--- config.mk ---
export PLATFORM = sky130hd
export DESIGN_NAME = sprite_layer_renderer
export DESIGN_NICKNAME = d
export VERILOG_FILES = /design/src/rtl/sprite_layer_renderer.sv
export SDC_FILE = /design/constraint.sdc
export NUM_CORES = 1
export LEC_CHECK = 0
export CAP_MARGIN = 20
export CORE_MARGIN = 2
export CORE_UTILIZATION = 56
export DETAILED_ROUTE_END_ITERATION = 7
export PLACE_DENSITY = 0.92
export SLEW_MARGIN = 10
export SYNTH_ARGS = -nofsm -noshare
export SYNTH_HDL_FRONTEND = slang
export SYNTH_SLANG_ARGS = --single-unit
--- constraint.sdc ---
create_clock -name vga_clk -period 13.69 [get_ports vga_clk]
set_clock_uncertainty 0.1 [all_clocks]
set_input_delay 2.0535 -clock vga_clk [delete_from_list [all_inputs] [get_ports vga_clk]]
set_output_delay 2.0535 -clock vga_clk [all_outputs]
set_load 0.1 [all_outputs]
--- src/rtl/sprite_layer_renderer.sv ---
// Sprite layer: one ROM sprite at a frame-latched position with 2^scale magnification, colour-key
// transparency and background pass-through. Latency 2+ROM_LATENCY vga_clk; no backpressure. Optional SPRITE_LAYER_MIRROR_EN adds mirror_x.
module sprite_layer_renderer #(
  parameter int SPRITE_W        = 130,
  parameter int SPRITE_H        = 50,
  parameter int ADDR_W          = 13,
  parameter int IDX_W           = 4,
  parameter int ROM_LATENCY     = 1,
  parameter int TRANSPARENT_IDX = 0
) (
  input  logic              vga_clk,
  input  logic              reset,
  input  logic [9:0]        DrawX,
  input  logic [9:0]        DrawY,
  input  logic              blank,
  input  logic [9:0]        sprite_x,
  input  logic [9:0]        sprite_y,
  input  logic [1:0]        scale,
  input  logic              layer_en,
`ifdef SPRITE_LAYER_MIRROR_EN
  input  logic              mirror_x,
`endif
  input  logic [3:0]        bg_red,
  input  logic [3:0]        bg_green,
  input  logic [3:0]        bg_blue,
  output logic [ADDR_W-1:0] rom_address,
  input  logic [IDX_W-1:0]  rom_q,
  output logic [IDX_W-1:0]  pal_index,
  input  logic [3:0]        pal_red,
  input  logic [3:0]        pal_green,
  input  logic [3:0]        pal_blue,
  output logic [3:0]        red,
  output logic [3:0]        green,
  output logic [3:0]        blue,
  output logic              sprite_hit
);

  localparam int CW = 16;
  localparam int PD = 1 + ROM_LATENCY;
  localparam int PW = 14;

  logic [9:0]        x0_q, x0_d, y0_q, y0_d, prev_y_q, prev_y_d;
  logic [1:0]        sc_q, sc_d;
  logic              en_q, en_d;
  logic [ADDR_W-1:0] row_base_q, row_base_d, rom_address_q, rom_address_d;
  logic [PD-1:0][PW-1:0] pipe_q, pipe_d;
  logic [3:0]        red_q, red_d, green_q, green_d, blue_q, blue_d;
  logic              sprite_hit_q, sprite_hit_d;

  logic              frame_latch, in_x, in_y, row_step;
  logic [CW-1:0]     x_hi, y_hi;
  logic [9:0]        rel_x, rel_y, col_raw, col, row_mask;
  logic              hit_al, blank_al;
  logic [11:0]       bg_al;

`ifdef SPRITE_LAYER_MIRROR_EN
  logic mirror_q, mirror_d;
`endif

  assign frame_latch = (DrawX == 10'd0) && (DrawY == 10'd0);

  // The latch cycle itself already uses the new shadow values and a cleared row base,
  // so pixel (0,0) of the new frame is drawn with the new placement.
  always_comb begin
    x0_d = frame_latch ? sprite_x : x0_q;
    y0_d = frame_latch ? sprite_y : y0_q;
    sc_d = frame_latch ? scale    : sc_q;
    en_d = frame_latch ? layer_en : en_q;
`ifdef SPRITE_LAYER_MIRROR_EN
    mirror_d = frame_latch ? mirror_x : mirror_q;
`endif
  end

  always_comb begin
    x_hi     = CW'(x0_d) + (CW'(SPRITE_W) << sc_d);
    y_hi     = CW'(y0_d) + (CW'(SPRITE_H) << sc_d);
    in_x     = (CW'(DrawX) >= CW'(x0_d)) && (CW'(DrawX) < x_hi);
    in_y     = (CW'(DrawY) >= CW'(y0_d)) && (CW'(DrawY) < y_hi);
    rel_x    = DrawX - x0_d;
    rel_y    = DrawY - y0_d;
    col_raw  = rel_x >> sc_d;
`ifdef SPRITE_LAYER_MIRROR_EN
    col      = mirror_d ? (10'(SPRITE_W - 1) - col_raw) : col_raw;
`else
    col      = col_raw;
`endif
    row_mask = (10'd1 << sc_d) - 10'd1;
    row_step = (DrawY != prev_y_q) && (DrawY > y0_d) && in_y && ((rel_y & row_mask) == 10'd0);
    prev_y_d = DrawY;
    if (frame_latch)
      row_base_d = '0;
    else
      row_base_d = row_base_q + (row_step ? ADDR_W'(SPRITE_W) : '0);
    rom_address_d = (in_x && in_y) ? (row_base_d + ADDR_W'(col)) : '0;
  end

  // Hit (already gated by the frame's enable), blank and bg travel alongside the ROM read.
  assign pipe_d = {pipe_q[PD-2:0], {en_d & in_x & in_y, blank, bg_red, bg_green, bg_blue}};
  assign hit_al   = pipe_q[PD-1][13];
  assign blank_al = pipe_q[PD-1][12];
  assign bg_al    = pipe_q[PD-1][11:0];

  always_comb begin
    red_d        = 4'd0;
    green_d      = 4'd0;
    blue_d       = 4'd0;
    sprite_hit_d = 1'b0;
    if (blank_al) begin
      if (hit_al && (rom_q != IDX_W'(TRANSPARENT_IDX))) begin
        red_d        = pal_red;
        green_d      = pal_green;
        blue_d       = pal_blue;
        sprite_hit_d = 1'b1;
      end else begin
        red_d   = bg_al[11:8];
        green_d = bg_al[7:4];
        blue_d  = bg_al[3:0];
      end
    end
  end

  always_ff @(posedge vga_clk or posedge reset) begin
    if (reset) begin
      x0_q          <= '0;
      y0_q          <= '0;
      sc_q          <= '0;
      en_q          <= 1'b0;
      prev_y_q      <= '0;
      row_base_q    <= '0;
      rom_address_q <= '0;
      pipe_q        <= '0;
      red_q         <= '0;
      green_q       <= '0;
      blue_q        <= '0;
      sprite_hit_q  <= 1'b0;
`ifdef SPRITE_LAYER_MIRROR_EN
      mirror_q      <= 1'b0;
`endif
    end else begin
      x0_q          <= x0_d;
      y0_q          <= y0_d;
      sc_q          <= sc_d;
      en_q          <= en_d;
      prev_y_q      <= prev_y_d;
      row_base_q    <= row_base_d;
      rom_address_q <= rom_address_d;
      pipe_q        <= pipe_d;
      red_q         <= red_d;
      green_q       <= green_d;
      blue_q        <= blue_d;
      sprite_hit_q  <= sprite_hit_d;
`ifdef SPRITE_LAYER_MIRROR_EN
      mirror_q      <= mirror_d;
`endif
    end
  end

  assign rom_address = rom_address_q;
  assign pal_index   = rom_q;
  assign red         = red_q;
  assign green       = green_q;
  assign blue        = blue_q;
  assign sprite_hit  = sprite_hit_q;

endmodule

After elaboration in Yosys (flattened, before gate mapping)
Index checks and enable logic that the tools add are counted.

Bits in registers: 100. Input port bits: 74. Output and inout port bits: 30. Logic and storage cells: 60.

Add/subtract/negate cells: 7. $lt $le $gt $ge: 5. Equality and inequality tests: 1. Shift-type cells: 4. Muxes and demuxes: 15. Bitwise logic cells: 3. Reduce and logical (&&, ||, !) cells: 12.

Operators with widths (count): $add A10 B16 Y16 (2); $lt A10 B16 Y1 (2); $logic_not A10 Y1 (3); $mux W13 (2); $mux W4 (6); $ge A10 B10 Y1 (2); $mux W10 (2); $sub A10 B10 Y10 (2); $shl A6 B2 Y16 const A (1); $shl A8 B2 Y16 const A (1); $add A13 B10 Y13 (1); $add A13 B8 Y13 (1); $and A10 B10 Y10 (1); $gt A10 B10 Y1 (1); $ne A10 B10 Y1 (1); $shl A1 B2 Y10 const A (1); $shr A10 B2 Y10 (1); $sub A10 B1 Y10 const B (1); $logic_and A1 B1 Y1 (8); $mux W8 (1); $reduce_bool A4 Y1 (1); $mux W1 (3); $and A1 B1 Y1 (2); $mux W2 (1).

Logic depth before layout (Yosys ltp)
Depth in word-level cells: 14. Mapped depth: 36.

Worst setup path after synthesis
Ideal clock, no wire load.

Path kind: input -> register. Start: in DrawX[0]. End: reg rom_address_q[11], in the netlist rom_address[11]. Setup time: 96 ps. Data arrival time: 8472 ps. Required time: 13494 ps. Slack: 5023 ps. Stages: 31. Path through: nor4_1 and2_1 buf_6 nand2_4 mux2i_1 ha_1 buf_2 nand2b_1 a22oi_1 nor2_1 o21ai_0 o21ai_0 o2bb2ai_1 xnor2_1 ha_1 o2111ai_1 o21a_1 a2111oi_0 o31ai_1 and4b_2 ha_1 ha_1 and2_1 ha_1 a21o_1 a2111oi_0 o31ai_1 o21a_1 o21ai_0 xor2_1 nor4_2.

Word-level cells in the longest chain between the ends: 14.

RTL lines: from (decl) (line 13) `input logic [9:0] DrawX,`; $logic_not A10 Y1 * (line 60) `assign frame_latch = (DrawX == 10'd0) && (DrawY == 10'd0);`; $logic_and A1 B1 Y1 * (line 60); $mux W2 (line 67) `sc_d = frame_latch ? scale : sc_q;`; $shl A6 B2 Y16 (line 76) `y_hi = CW'(y0_d) + (CW'(SPRITE_H) << sc_d);`; $add A10 B16 Y16 (line 76); $lt A10 B16 Y1 (line 78) `in_y = (CW'(DrawY) >= CW'(y0_d)) && (CW'(DrawY) < y_hi);`; $logic_and A1 B1 Y1 (line 78); $logic_and A1 B1 Y1 (2 in series) (line 88) `row_step = (DrawY != prev_y_q) && (DrawY > y0_d) && in_y && ((rel_y & row_mask) == 10'd0);`; $mux W8 (line 93) `row_base_d = row_base_q + (row_step ? ADDR_W'(SPRITE_W) : '0);`; $add A13 B8 Y13 (line 93); $mux W13 * (line 90) `if (frame_latch)`; via row_base_d[2] (line 45) `logic [ADDR_W-1:0] row_base_q, row_base_d, rom_address_q, rom_address_d;`; $add A13 B10 Y13 * (line 94) `rom_address_d = (in_x && in_y) ? (row_base_d + ADDR_W'(col)) : '0;`; $mux W13 * (line 94); via rom_address_d[11] (line 45); to (signal assigned) (line 146) `rom_address_q <= rom_address_d;`; to (decl) (line 45).

Mark *: on every way through the listed nets, which the timed path passes. The rest lies on a longest branch.

Worst setup path after layout
Start: in DrawY[5]. End: reg rom_address_q[11], in the netlist rom_address[11].

Word-level cells in the longest chain between the ends: 14.

RTL lines: from (decl) (line 14) `input logic [9:0] DrawY,`; $logic_not A10 Y1 (line 60); $logic_and A1 B1 Y1 (line 60); $mux W2 (line 67); $shl A6 B2 Y16 (line 76); $add A10 B16 Y16 (line 76); $lt A10 B16 Y1 (line 78); $logic_and A1 B1 Y1 (line 78); $logic_and A1 B1 Y1 (2 in series) (line 88); $mux W8 (line 93); $add A13 B8 Y13 (line 93); $mux W13 * (line 90); via row_base_d[2] (line 45); $add A13 B10 Y13 * (line 94); $mux W13 * (line 94); via rom_address_d[11] (line 45).

Marks and branches as above.

==> run_results.csv <==
group,metric,value,unit
outcome,run_status,"completed",
synth,synth-seq-area-share,0.3666,
cts,cts_made_buffers,9,
route,drtPass1Iterations,5,
route,ant_nets,0,
cts,cts_setup_buffers,0,
sta,setup_tns,0,ps
route,post_drt_via_cell_ratio,5.943,
sta,whs,249.9,ps
route,wl,16660,um
synth,synth_edf_count,0,
layout,fillers,888,
floorplanning,io_pins,104,
critical_path,worstSetupPathType,"in2reg",
placed_design,port_buffers,103,
floorplanning,dieArea,13090,um^2
grt,antenna_found_initial,0,
grt,grt_pass1_vias,5443,
sta,setup_ws,2235,ps
critical_path,cp_data_arrival_time,11610,ps
layout,area_growth,20.38,%
synth,postSynthCellCount,704,
critical_path,critPathSlowestCell,"and3_1",
critical_path,cp-start-kind,"input pin",
route,drt_iter0_drc,426,
pwr,ir_worst_vdd,0.05127,mV
layout,multi_input_area,3981,um^2
cts,postCtsHoldBufs,0,
floorplanning,core.rowCount,40,
sta,fmax,0.08730,GHz
synth,ys_warn_count,0,
layout,regArea,2502,um^2
synth,synth.area.top_cells,"dfrtp_1 37%, ha_1 11%, nand2_1 4.2%",
cts,cts.sinks,100,
sta,rsz0062_at_grt,"no",
synth,synth_top_cell_by_area,"dfrtp_1",
cts,cts_tree,"yes",
synth,synth_ff_type,"dfrtp_1",
synth,synth_area,6827,um^2
synth,ys_ff_latch,100,
pwr,p_per_area,110.5,nW/um^2
grt,overflow,0,
cts,cts_resized,0,
route,drcViolationCount,0,
grt,grtUsageTotal,0.2638,
floorplanning,start_util,0.5707,
synth,async_flop_share,1.000,
pwr,power_leakage,3.690,nW
synth,yosysUniqueCellTypes,81,
placed_design,gp_congestion,0.9550,
critical_path,cp_max_fo,36,
cts,cts_buffer_depth,2,
sta,setup_viol,0,
cts,ctsRootBufferMaster,"clkbuf_16",
critical_path,critPathRequiredTime,13850,ps
critical_path,cp_slowest_stage_delay,700,ps
sta,final-max-slew-violation-count,0,
synth,synth_top_area_share,0.3666,
grt,grt_max_degree,83,
layout,drive_gt1_frac,0.07268,
floorplanning,chipHeight,114.4,um
floorplanning,die_x,114.4,um
sta,max_slew_margin,0.3188,
critical_path,crit_top_cell,"ha_1",
job,cap_violations,0,
route,via_count,5616,
pwr,total_power,0.9078,mW
synth,synth.avg_cell_area,9.697,um^2
sta,fin_crit_sh,0.8367,
cts,insertion_delay,360,ps
placed_design,pre_cts_slack,2080,ps
layout,diodes,0,
floorplanning,core,11960,um^2
sta,tightest_slew,1011,ps
grt,grt_pass1_wl,27110,um
layout,num-nets-final,930,
sta,finalHoldViolations,0,
layout,post-route-util,0.6870,
placed_design,dpl.hpwl,12550,um
sta,fin_crit,11450,ps
hold_path,min_path_type,"reg2reg",
cts,clk_pin_slew,70,ps
synth,synth_nets,841,
route,wl_per_cell,17.63,um
critical_path,worst_setup_path_end_kind,"register",
cts,cts_max_level,3,
-- stage by stage --
stage | instance area (um^2) | instances
after floorplan | 6827 | 704
after global placement | 7885 | 928
after detailed placement | 7885 | 928
after CTS | 8190 | 944
after global routing | 8218 | 945
final | 8218 | 945
-- cells in the final DEF (no fill, tap or decap), drive strengths merged, types with 6 or more instances in the layout --
cell | netlist | final
a2111oi | 7 | 7
nand2 | 78 | 78
or2 | 6 | 6
a21o | 9 | 9
clkdlybuf4s50 | 0 | 103
and3 | 6 | 6
maj3 | 6 | 6
o21ai | 23 | 23
and2 | 11 | 11
a21oi | 35 | 35
xor2 | 30 | 30
o31ai | 6 | 6
nor2 | 48 | 48
mux2i | 23 | 23
nor2b | 9 | 9
a21boi | 14 | 14
ha | 60 | 60
nand3 | 9 | 9
inv | 42 | 45
o21a | 6 | 6
nor3 | 12 | 12
xnor2 | 30 | 30
clkbuf | 8 | 10
nor4 | 18 | 18
nand2b | 11 | 11
dfrtp | 100 | 100
-- synthesized netlist by cell type, types with 9 or more instances --
master,count
nor3_1,12
mux2i_1,22
dfrtp_1,100
nand3_1,9
xnor2_1,30
nor4_2,13
xor2_1,30
a21boi_0,14
nand2b_1,11
a21oi_1,33
ha_1,60
nor2_1,48
a21o_1,9
nand2_1,77
and2_1,11
o21ai_0,22
inv_1,41
-- critical path: cells and delay by family --
| family | cells | cell delay (ps) |
|---|---|---|
| buffers and inverters | 2 | 1070 |
| AND/OR/NAND/NOR | 7 | 2940 |
| adder cells (fa/ha/maj) | 6 | 1620 |
| XOR/XNOR | 2 | 250 |
| AO/OA/AOI/OAI | 15 | 3670 |
-- cell families (layout without fill, tap and decap cells) --
| group | after synthesis | in the layout | share of synthesized area |
|---|---|---|---|
| compound gates | 148 | 148 | 0.1527 |
| xor+xnor | 60 | 60 | 0.07698 |
| fa+ha+maj | 69 | 69 | 0.1276 |
| buf+inv | 72 | 166 | 0.05169 |
| flops | 100 | 100 | 0.3666 |
| mux | 28 | 28 | 0.04527 |
| simple gates | 227 | 227 | 0.1793 |
-- report_power, final --
| group | switching [mW] | total, mW | internal (mW) |
|---|---|---|---|
| Sequential | 0.0178 | 0.341 | 0.323 |
| Combinational | 0.186 | 0.308 | 0.123 |
| Clock | 0.125 | 0.259 | 0.134 |
-- layout make-up --
type | instances | share of cell area
Multi-Input combinational cell | 532 | 0.4845
Sequential cell | 100 | 0.3045
Timing Repair Buffer | 107 | 0.1315
Clock buffer | 10 | 0.02908
Tap cell | 147 | 0.02238
Inverter | 43 | 0.01995
Clock inverter | 6 | 0.008069
-- metal layers --
layer / GRT usage / share of wire / vias to the layer above
li1: - / - / 2664
met1: 0.3612 / 0.45 / 2686
met2: 0.4166 / 0.47 / 228
met3: 0.05294 / 0.061 / 38
met4: 0.09675 / 0.023 / 0
met5: 0 / 0 / -
-- final timing paths --
path / start / depth (start not counted) / slack, ps / to
worst max-delay path: DrawY[5] / 32 / 2240 / rom_address[11]$_DFF_PP0_
worst min-delay path: pipe_d[20]$_DFF_PP0_ / 0 / 250 / bg_al[6]$_DFF_PP0_
worst max register to register: sc_q[1]$_DFF_PP0_ / 28 / 5710 / rom_address[11]$_DFF_PP0_
max in group asynchronous: reset / 4 / 10650 / x0_q[6]$_DFF_PP0_
min in group asynchronous: reset / 2 / 1880 / rom_address[9]$_DFF_PP0_
worst min register to register: pipe_d[20]$_DFF_PP0_ / 0 / 250 / bg_al[6]$_DFF_PP0_
-- flip-flops by register name (all words and copies together), names as in the netlist, 2 cells and up --
signal / cells
red: 4
prev_y_q: 10
row_base_q: 13
x0_q: 10
bg_al: 12
rom_address: 13
pipe_d: 14
y0_q: 10
blue: 4
sc_q: 2
green: 4
No activity file was read; power rests on OpenSTA's default activity.
